==> src/rtl/mac_table_scheduler_if.sv <==
// Request/grant and datapath-control bundle for the MAC table scheduler.
// The scheduler connects through the slave modport; the requesters/datapath use master.
interface mac_table_scheduler_if #(
    parameter int pMAX_PORT_NUMBER = 16,
    parameter int pADRESS          = 4,
    parameter int pTABLE_AW        = 10
);
    logic [pMAX_PORT_NUMBER-1:0] i_lkp_req;
    logic [pMAX_PORT_NUMBER-1:0] i_learn_req;
    logic                        i_op_done;
    logic                        o_op_start;
    logic [1:0]                  o_op_type;
    logic [pADRESS-1:0]          o_op_port;
    logic [pTABLE_AW-1:0]        o_age_addr;
    logic [pMAX_PORT_NUMBER-1:0] o_lkp_gnt;
    logic [pMAX_PORT_NUMBER-1:0] o_learn_gnt;
    logic                        o_busy;
    logic                        o_age_overrun;

    modport master (
        output i_lkp_req, i_learn_req, i_op_done,
        input  o_op_start, o_op_type, o_op_port, o_age_addr,
               o_lkp_gnt, o_learn_gnt, o_busy, o_age_overrun
    );

    modport slave (
        input  i_lkp_req, i_learn_req, i_op_done,
        output o_op_start, o_op_type, o_op_port, o_age_addr,
               o_lkp_gnt, o_learn_gnt, o_busy, o_age_overrun
    );
endinterface

==> src/rtl/mac_table_scheduler.sv <==
// Single-owner sequencer for the MAC table datapath: round-robin lookups and learns,
// periodic aging sweep, lookup-burst cap and learn/age alternation.
module mac_table_scheduler #(
    parameter int pMAX_PORT_NUMBER = 16,
    parameter int pADRESS          = 4,
    parameter int pTABLE_AW        = 10,
    parameter int pAGE_PERIOD      = 1000000,
    parameter int pLKP_BURST       = 4
) (
    input  logic                 iclk,
    input  logic                 irst_n,
    mac_table_scheduler_if.slave io_bus
);
    localparam int unsigned STREAK_W = $clog2(pLKP_BURST + 1);
    localparam int unsigned TIMER_W  = $clog2(pAGE_PERIOD);
    localparam int unsigned PW       = pADRESS + 1;

    localparam logic [STREAK_W-1:0] STREAK_MAX = STREAK_W'(pLKP_BURST);
    localparam logic [TIMER_W-1:0]  TIMER_LAST = TIMER_W'(pAGE_PERIOD - 1);
    localparam logic [PW-1:0]       PORT_CNT   = PW'(pMAX_PORT_NUMBER);
    localparam logic [pADRESS-1:0]  LAST_PORT  = pADRESS'(pMAX_PORT_NUMBER - 1);

    typedef enum logic {ST_IDLE, ST_BUSY} state_t;
    typedef enum logic [1:0] {OP_NONE = 2'b00, OP_LKP = 2'b01, OP_LRN = 2'b10, OP_AGE = 2'b11} op_t;

    // Returns {found, port}: first requesting port at or after ptr, wrapping.
    function automatic logic [PW-1:0] f_rr_pick(
        input logic [pMAX_PORT_NUMBER-1:0] req,
        input logic [pADRESS-1:0]          ptr
    );
        logic [PW-1:0] res;
        logic [PW-1:0] idx;
        res = '0;
        for (int unsigned i = 0; i < pMAX_PORT_NUMBER; i++) begin
            idx = {1'b0, ptr} + PW'(i);
            if (idx >= PORT_CNT) idx = idx - PORT_CNT;
            if (!res[pADRESS] && req[idx[pADRESS-1:0]]) res = {1'b1, idx[pADRESS-1:0]};
        end
        return res;
    endfunction

    function automatic logic [pADRESS-1:0] f_ptr_next(input logic [pADRESS-1:0] port);
        return (port == LAST_PORT) ? '0 : port + 1'b1;
    endfunction

    state_t                      r_state, w_state_nxt;
    op_t                         r_op_type, w_op_type_nxt;
    logic                        r_op_start, w_op_start_nxt;
    logic [pADRESS-1:0]          r_op_port, w_op_port_nxt;
    logic [pMAX_PORT_NUMBER-1:0] r_lkp_gnt, w_lkp_gnt_nxt;
    logic [pMAX_PORT_NUMBER-1:0] r_learn_gnt, w_learn_gnt_nxt;
    logic                        r_busy, w_busy_nxt;
    logic [pADRESS-1:0]          r_lkp_ptr, r_lrn_ptr;
    logic [STREAK_W-1:0]         r_streak;
    logic [TIMER_W-1:0]          r_age_timer;
    logic                        r_sweep_active, r_toggle, r_age_overrun;
    logic [pTABLE_AW-1:0]        r_age_addr;

    logic [PW-1:0] w_lkp_pick, w_lrn_pick;
    logic          w_lkp_pend, w_lrn_pend, w_age_pend, w_other_pend, w_cap_hit;
    logic          w_grant_lkp, w_grant_lrn, w_grant_age;
    logic          w_timer_wrap, w_age_done;

    assign w_lkp_pick   = f_rr_pick(io_bus.i_lkp_req, r_lkp_ptr);
    assign w_lrn_pick   = f_rr_pick(io_bus.i_learn_req, r_lrn_ptr);
    assign w_lkp_pend   = w_lkp_pick[pADRESS];
    assign w_lrn_pend   = w_lrn_pick[pADRESS];
    assign w_age_pend   = r_sweep_active && (r_state != ST_BUSY);
    assign w_other_pend = w_lrn_pend || w_age_pend;
    assign w_cap_hit    = (r_streak == STREAK_MAX) && w_other_pend;
    assign w_timer_wrap = (r_age_timer == TIMER_LAST);
    assign w_age_done   = (r_state == ST_BUSY) && io_bus.i_op_done && (r_op_type == OP_AGE);

    always_comb begin
        w_state_nxt     = r_state;
        w_op_start_nxt  = 1'b0;
        w_op_type_nxt   = r_op_type;
        w_op_port_nxt   = r_op_port;
        w_lkp_gnt_nxt   = '0;
        w_learn_gnt_nxt = '0;
        w_busy_nxt      = r_busy;
        w_grant_lkp     = 1'b0;
        w_grant_lrn     = 1'b0;
        w_grant_age     = 1'b0;
        case (r_state)
            ST_IDLE: begin
                if (w_lkp_pend && !w_cap_hit) begin
                    w_grant_lkp = 1'b1;
                end else if (w_lrn_pend && w_age_pend) begin
                    w_grant_lrn = !r_toggle;
                    w_grant_age = r_toggle;
                end else begin
                    w_grant_lrn = w_lrn_pend;
                    w_grant_age = w_age_pend;
                end

                if (w_grant_lkp) begin
                    w_op_type_nxt = OP_LKP;
                    w_op_port_nxt = w_lkp_pick[pADRESS-1:0];
                    w_lkp_gnt_nxt[w_lkp_pick[pADRESS-1:0]] = 1'b1;
                end else if (w_grant_lrn) begin
                    w_op_type_nxt = OP_LRN;
                    w_op_port_nxt = w_lrn_pick[pADRESS-1:0];
                    w_learn_gnt_nxt[w_lrn_pick[pADRESS-1:0]] = 1'b1;
                end else if (w_grant_age) begin
                    w_op_type_nxt = OP_AGE;
                    w_op_port_nxt = '0;
                end

                if (w_grant_lkp || w_grant_lrn || w_grant_age) begin
                    w_state_nxt    = ST_BUSY;
                    w_op_start_nxt = 1'b1;
                    w_busy_nxt     = 1'b1;
                end
            end
            ST_BUSY: begin
                if (io_bus.i_op_done) begin
                    w_state_nxt   = ST_IDLE;
                    w_busy_nxt    = 1'b0;
                    w_op_type_nxt = OP_NONE;
                    w_op_port_nxt = '0;
                end
            end
            default: w_state_nxt = ST_IDLE;
        endcase
    end

    always_ff @(posedge iclk or negedge irst_n) begin
        if (!irst_n) r_state <= ST_IDLE;
        else         r_state <= w_state_nxt;
    end

    always_ff @(posedge iclk or negedge irst_n) begin
        if (!irst_n) begin
            r_op_start     <= 1'b0;
            r_op_type      <= OP_NONE;
            r_op_port      <= '0;
            r_lkp_gnt      <= '0;
            r_learn_gnt    <= '0;
            r_busy         <= 1'b0;
            r_lkp_ptr      <= '0;
            r_lrn_ptr      <= '0;
            r_streak       <= '0;
            r_toggle       <= 1'b0;
            r_age_timer    <= '0;
            r_sweep_active <= 1'b0;
            r_age_addr     <= '0;
            r_age_overrun  <= 1'b0;
        end else begin
            r_op_start  <= w_op_start_nxt;
            r_op_type   <= w_op_type_nxt;
            r_op_port   <= w_op_port_nxt;
            r_lkp_gnt   <= w_lkp_gnt_nxt;
            r_learn_gnt <= w_learn_gnt_nxt;
            r_busy      <= w_busy_nxt;

            if (w_grant_lkp) r_lkp_ptr <= f_ptr_next(w_lkp_pick[pADRESS-1:0]);
            if (w_grant_lrn) r_lrn_ptr <= f_ptr_next(w_lrn_pick[pADRESS-1:0]);
            if (w_grant_lrn || w_grant_age) r_toggle <= ~r_toggle;

            // Streak is only judged in selection cycles; an age op is never pending while BUSY.
            if (r_state == ST_IDLE) begin
                if (w_grant_lrn || w_grant_age || !w_other_pend) r_streak <= '0;
                else if (w_grant_lkp && (r_streak != STREAK_MAX)) r_streak <= r_streak + 1'b1;
            end

            r_age_timer   <= w_timer_wrap ? '0 : r_age_timer + 1'b1;
            r_age_overrun <= w_timer_wrap && r_sweep_active;
            if (w_timer_wrap && !r_sweep_active) begin
                r_sweep_active <= 1'b1;
                r_age_addr     <= '0;
            end
            if (w_age_done) begin
                r_age_addr <= r_age_addr + 1'b1;
                if (&r_age_addr) r_sweep_active <= 1'b0;
            end
        end
    end

    assign io_bus.o_op_start    = r_op_start;
    assign io_bus.o_op_type     = r_op_type;
    assign io_bus.o_op_port     = r_op_port;
    assign io_bus.o_age_addr    = r_age_addr;
    assign io_bus.o_lkp_gnt     = r_lkp_gnt;
    assign io_bus.o_learn_gnt   = r_learn_gnt;
    assign io_bus.o_busy        = r_busy;
    assign io_bus.o_age_overrun = r_age_overrun;
endmodule

==> src/flat_wrapper.sv <==
// flat-port wrapper written by rule: the top's interface ports become plain ports
module mac_table_scheduler_flat 
#(
    parameter int pMAX_PORT_NUMBER = 16,
    parameter int pADRESS          = 4,
    parameter int pTABLE_AW        = 10,
    parameter int pAGE_PERIOD      = 1000000,
    parameter int pLKP_BURST       = 4
)
  (iclk, irst_n, io_bus_i_lkp_req, io_bus_i_learn_req, io_bus_i_op_done, io_bus_o_op_start, io_bus_o_op_type, io_bus_o_op_port, io_bus_o_age_addr, io_bus_o_lkp_gnt, io_bus_o_learn_gnt, io_bus_o_busy, io_bus_o_age_overrun);
  mac_table_scheduler_if #(.pMAX_PORT_NUMBER(pMAX_PORT_NUMBER), .pADRESS(pADRESS), .pTABLE_AW(pTABLE_AW)) io_bus_i ();
  input  logic iclk;
  input  logic irst_n;
  input wire logic [$bits(io_bus_i.i_lkp_req)-1:0] io_bus_i_lkp_req;
  input wire logic [$bits(io_bus_i.i_learn_req)-1:0] io_bus_i_learn_req;
  input wire logic [$bits(io_bus_i.i_op_done)-1:0] io_bus_i_op_done;
  output wire logic [$bits(io_bus_i.o_op_start)-1:0] io_bus_o_op_start;
  output wire logic [$bits(io_bus_i.o_op_type)-1:0] io_bus_o_op_type;
  output wire logic [$bits(io_bus_i.o_op_port)-1:0] io_bus_o_op_port;
  output wire logic [$bits(io_bus_i.o_age_addr)-1:0] io_bus_o_age_addr;
  output wire logic [$bits(io_bus_i.o_lkp_gnt)-1:0] io_bus_o_lkp_gnt;
  output wire logic [$bits(io_bus_i.o_learn_gnt)-1:0] io_bus_o_learn_gnt;
  output wire logic [$bits(io_bus_i.o_busy)-1:0] io_bus_o_busy;
  output wire logic [$bits(io_bus_i.o_age_overrun)-1:0] io_bus_o_age_overrun;
  assign io_bus_i.i_lkp_req = io_bus_i_lkp_req;
  assign io_bus_i.i_learn_req = io_bus_i_learn_req;
  assign io_bus_i.i_op_done = io_bus_i_op_done;
  assign io_bus_o_op_start = io_bus_i.o_op_start;
  assign io_bus_o_op_type = io_bus_i.o_op_type;
  assign io_bus_o_op_port = io_bus_i.o_op_port;
  assign io_bus_o_age_addr = io_bus_i.o_age_addr;
  assign io_bus_o_lkp_gnt = io_bus_i.o_lkp_gnt;
  assign io_bus_o_learn_gnt = io_bus_i.o_learn_gnt;
  assign io_bus_o_busy = io_bus_i.o_busy;
  assign io_bus_o_age_overrun = io_bus_i.o_age_overrun;
  mac_table_scheduler #(.pMAX_PORT_NUMBER(pMAX_PORT_NUMBER), .pADRESS(pADRESS), .pTABLE_AW(pTABLE_AW), .pAGE_PERIOD(pAGE_PERIOD), .pLKP_BURST(pLKP_BURST)) u_core (.iclk(iclk), .irst_n(irst_n), .io_bus(io_bus_i));
endmodule
==> config.mk <==
export PLATFORM = sky130hd
export DESIGN_NAME = mac_table_scheduler_flat
export DESIGN_NICKNAME = d
export VERILOG_FILES = /design/src/rtl/mac_table_scheduler_if.sv /design/src/rtl/mac_table_scheduler.sv /design/src/flat_wrapper.sv
export SDC_FILE = /design/constraint.sdc
export NUM_CORES = 1
export LEC_CHECK = 0
export CAP_MARGIN = 20
export CORE_UTILIZATION = 56
export CTS_CLUSTER_DIAMETER = 40
export CTS_CLUSTER_SIZE = 12
export DETAILED_ROUTE_END_ITERATION = 8
export PLACE_DENSITY_LB_ADDON = 0.08
export REMOVE_ABC_BUFFERS = 1
export SLEW_MARGIN = 15
export SYNTH_ARGS = -nofsm -noshare
export SYNTH_HDL_FRONTEND = slang
export SYNTH_SLANG_ARGS = --single-unit
==> constraint.sdc <==
create_clock -name iclk -period 15.95 [get_ports iclk]
set_input_delay 4.785 -clock iclk [delete_from_list [all_inputs] [get_ports iclk]]
set_output_delay 4.785 -clock iclk [all_outputs]
set_load 0.005 [all_outputs]
==> impl_results.md <==
- Syn Std Cell Area: ~0.0084 mm²
- EDFF count, synth: 0
- Number of CTS-inserted buffers: 9
- Total track usage: 0.309
- Vias in the first global route: ~7.5k
- CP required: 16,190 ps
- Most used DFF post-synth: dfrtp_1
- Outcome: finished, final reports clean
- RSZ-0062 raised after global routing: false
- Hold Crit Class: reg2reg
- DRC: 0
- Final worst path period share: 0.577
- WP buf/inv: 1
- Fin. Hold Viols: 0
- Final setup vio count: 0
- Max Freq: 0.109 GHz
- Core area: between 0.01 and 0.015 mm²
- Max-slew violations: 0
- Slew HR: 0.275
- Initial Util: 0.576
- Max clock buf depth: 2
- Clk_skew: between 5 and 6 ps
- DR WL/cell: 21.1 µm
- Clk Latency, worst-skew pair: 340 ps
- Die Ht: 124 µm
- First-pass GRT wire length: 39.0 mm
- Hold buffers post-CTS: 0
- Critical Path Start Type: primary input
- Setup TNS: 0 ps
- Fraction of registers with async set/reset: 1.00
- Syn avg cell area: ~9.5 µm²
- # fillers: around 1.1k
- Crit path largest cell delay: 640 ps
- Critical Path AT: 9450 ps
- Syn-to-layout area delta: 15.0%
- Yosys warning total: 0
- Congestion Overflow GR: 0
- CP max-delay cell: a222oi_1
- Area leader, netlist: dfrtp_1
- Via density: 6.92
- WL final: 23.8 mm
- Tmin final: 9200 ps
- Commonest cells after routing, fill and taps aside: clkdlybuf4s50_1 (84), dfrtp_1 (84), nor2_1 (68), nand2_1 (68), mux4_2 (56)
- Cells after Synth: about 880
- Largest net degree at the start of global routing: 86
- Antenna Cells: 0
- Distinct cells, synth: 91
- Seq cells post-synth: between 80 and 90
- Top cell by count, worst path: mux4_2
- Antenna violations before repair: 0
- Ranking of synthesized cells by area: dfrtp_1 (25%), mux4_2 (15%), mux2i_1 (6.1%)
- TritonCTS clock tree: yes
- WS Path Type: in2reg
- Iteration count of the initial detailed-routing pass: 6
- Seq/Total Area, Yosys: 0.253
- Final Wtd Congestion: 0.997
- Port bufs: 85
- Synth top area share: 0.253
- DP HPWL: about 17 mm
- Layout cells sized above 1: 0.144
- Via count: 7,804
- Num rows: 44
- Cell family with most CP delay: simple AND/OR/NAND/NOR gates
- Die width: 124 µm
- Nets: 1,000
- Slew @ Worst Pin: 1080 ps
- Die area: 0.0155 mm²
- Clock-pin slew on the worst setup and hold paths: roughly 60 ps
- Root buf cell: clkbuf_16
- CTS Sinks: 85
- Slack of the worst reg-to-reg path: 9440 ps
- DR iter-0 viols: just over 1k
- Detail Route Antenna Nets: 0
- Post-CTS Resized: 0
- Post CTS Setup Buffer Count: 0
- Endpoint class of the critical path: flop
- H-tree depth reported by CTS: 3
- Maxcap violations: 0
- I/O pins: 86
- Crit-path cells: clkdlybuf4s50_1 > mux4_2 > mux4_2 > a2111oi_4 > and4bb_4 > nand4_4 > or4_4 > a222oi_1 > and2b_1 > nand2_1 > nor3_1
- Maximum fanout along the worst path: 16
## registers in the layout, summed over array words and instances, names as in the netlist
signal and flops:
u_core.r_age_timer 20, u_core.io_bus.o_learn_gnt 16, u_core.io_bus.o_lkp_gnt 16, u_core.io_bus.o_age_addr 10, u_core.io_bus.o_op_port 4, u_core.r_lkp_ptr 4
u_core.r_lrn_ptr 4, u_core.r_streak 3, u_core.io_bus.o_op_type 2, u_core.io_bus.o_age_overrun 1, u_core.io_bus.o_busy 1, u_core.io_bus.o_op_start 1
u_core.r_state 1, u_core.r_sweep_active 1, u_core.r_toggle 1
## stage by stage
step	util	hold WS (ps)	setup WS, ps	area [µm²]	instances
finish	0.662	477	6750	9660	1128
global route	0.662	504	6480	9660	1128
CTS	0.658	474	6830	9600	1126
detailed placement	0.638	461	6470	9300	1110
global placement	0.638	455	6540	9300	1110
floorplan	-	438	7540	8200	838
## routing by layer
layer	vias up	GRT usage	routed length [µm]
li1	3505	-	-
met1	3721	0.421	9840
met2	484	0.491	11000
met3	94	0.0421	2010
met4	0	0.137	1020
met5	-	0	0
## cell type report
cell class                      instances  area, µm²  share of cell area
Inverter                               31        116              0.0120
Timing Repair Buffer                   90        926              0.0958
Tap cell                              184        230              0.0238
Clock buffer                           12        246              0.0255
Clock inverter                          4       47.5             0.00492
Multi-Input combinational cell        722       5970               0.618
Sequential cell                        85       2130               0.220
## synthesized netlist by cell type, types with 8 or more instances
| cell type | count |
|---|---|
| a31oi_1 | 10 |
| buf_1 | 8 |
| o211ai_1 | 11 |
| and3_1 | 40 |
| o22ai_1 | 8 |
| mux2i_1 | 51 |
| buf_2 | 11 |
| nor3_1 | 13 |
| mux4_2 | 56 |
| nor2b_1 | 10 |
| xnor2_1 | 31 |
| o21ai_0 | 49 |
| nand3_1 | 27 |
| clkbuf_1 | 21 |
| dfrtp_1 | 85 |
| a21oi_1 | 42 |
| inv_1 | 28 |
| ha_1 | 26 |
| xor2_1 | 13 |
| nor2_1 | 68 |
| and2_1 | 11 |
| mux2_2 | 41 |
| nand2_1 | 68 |
## final timing paths
| kind | start | endpoint | depth (start not counted) |
|---|---|---|---|
| worst max register to register | u_core.r_lkp_ptr[1] | u_core.io_bus.o_learn_gnt[1] | 12 |
| min in group asynchronous | irst_n | u_core.r_age_timer[13] | 1 |
| worst min-delay path | u_core.r_age_timer[4] | u_core.r_age_timer[4] | 1 |
| max in group asynchronous | irst_n | u_core.io_bus.o_lkp_gnt[11] | 2 |
| worst min register to register | u_core.r_age_timer[4] | u_core.r_age_timer[4] | 1 |
| worst max-delay path | io_bus_i_lkp_req[7] | u_core.io_bus.o_learn_gnt[1] | 11 |
## cell families (layout without fill, tap and decap cells)
group | Yosys count | count (layout) | share of synthesized area
XOR/XNOR | 44 | 44 | 0.0459
adder cells (fa/ha/maj) | 26 | 26 | 0.0387
AO/OA/AOI/OAI | 227 | 227 | 0.191
buffers and inverters | 75 | 137 | 0.0378
multiplexers | 148 | 148 | 0.266
flip-flops | 85 | 85 | 0.253
AND/OR/NAND/NOR | 277 | 277 | 0.168
Power is left out: the tool's default activity adds up to more than one toggle a clock period on the data nets, which glitch-free logic cannot reach.
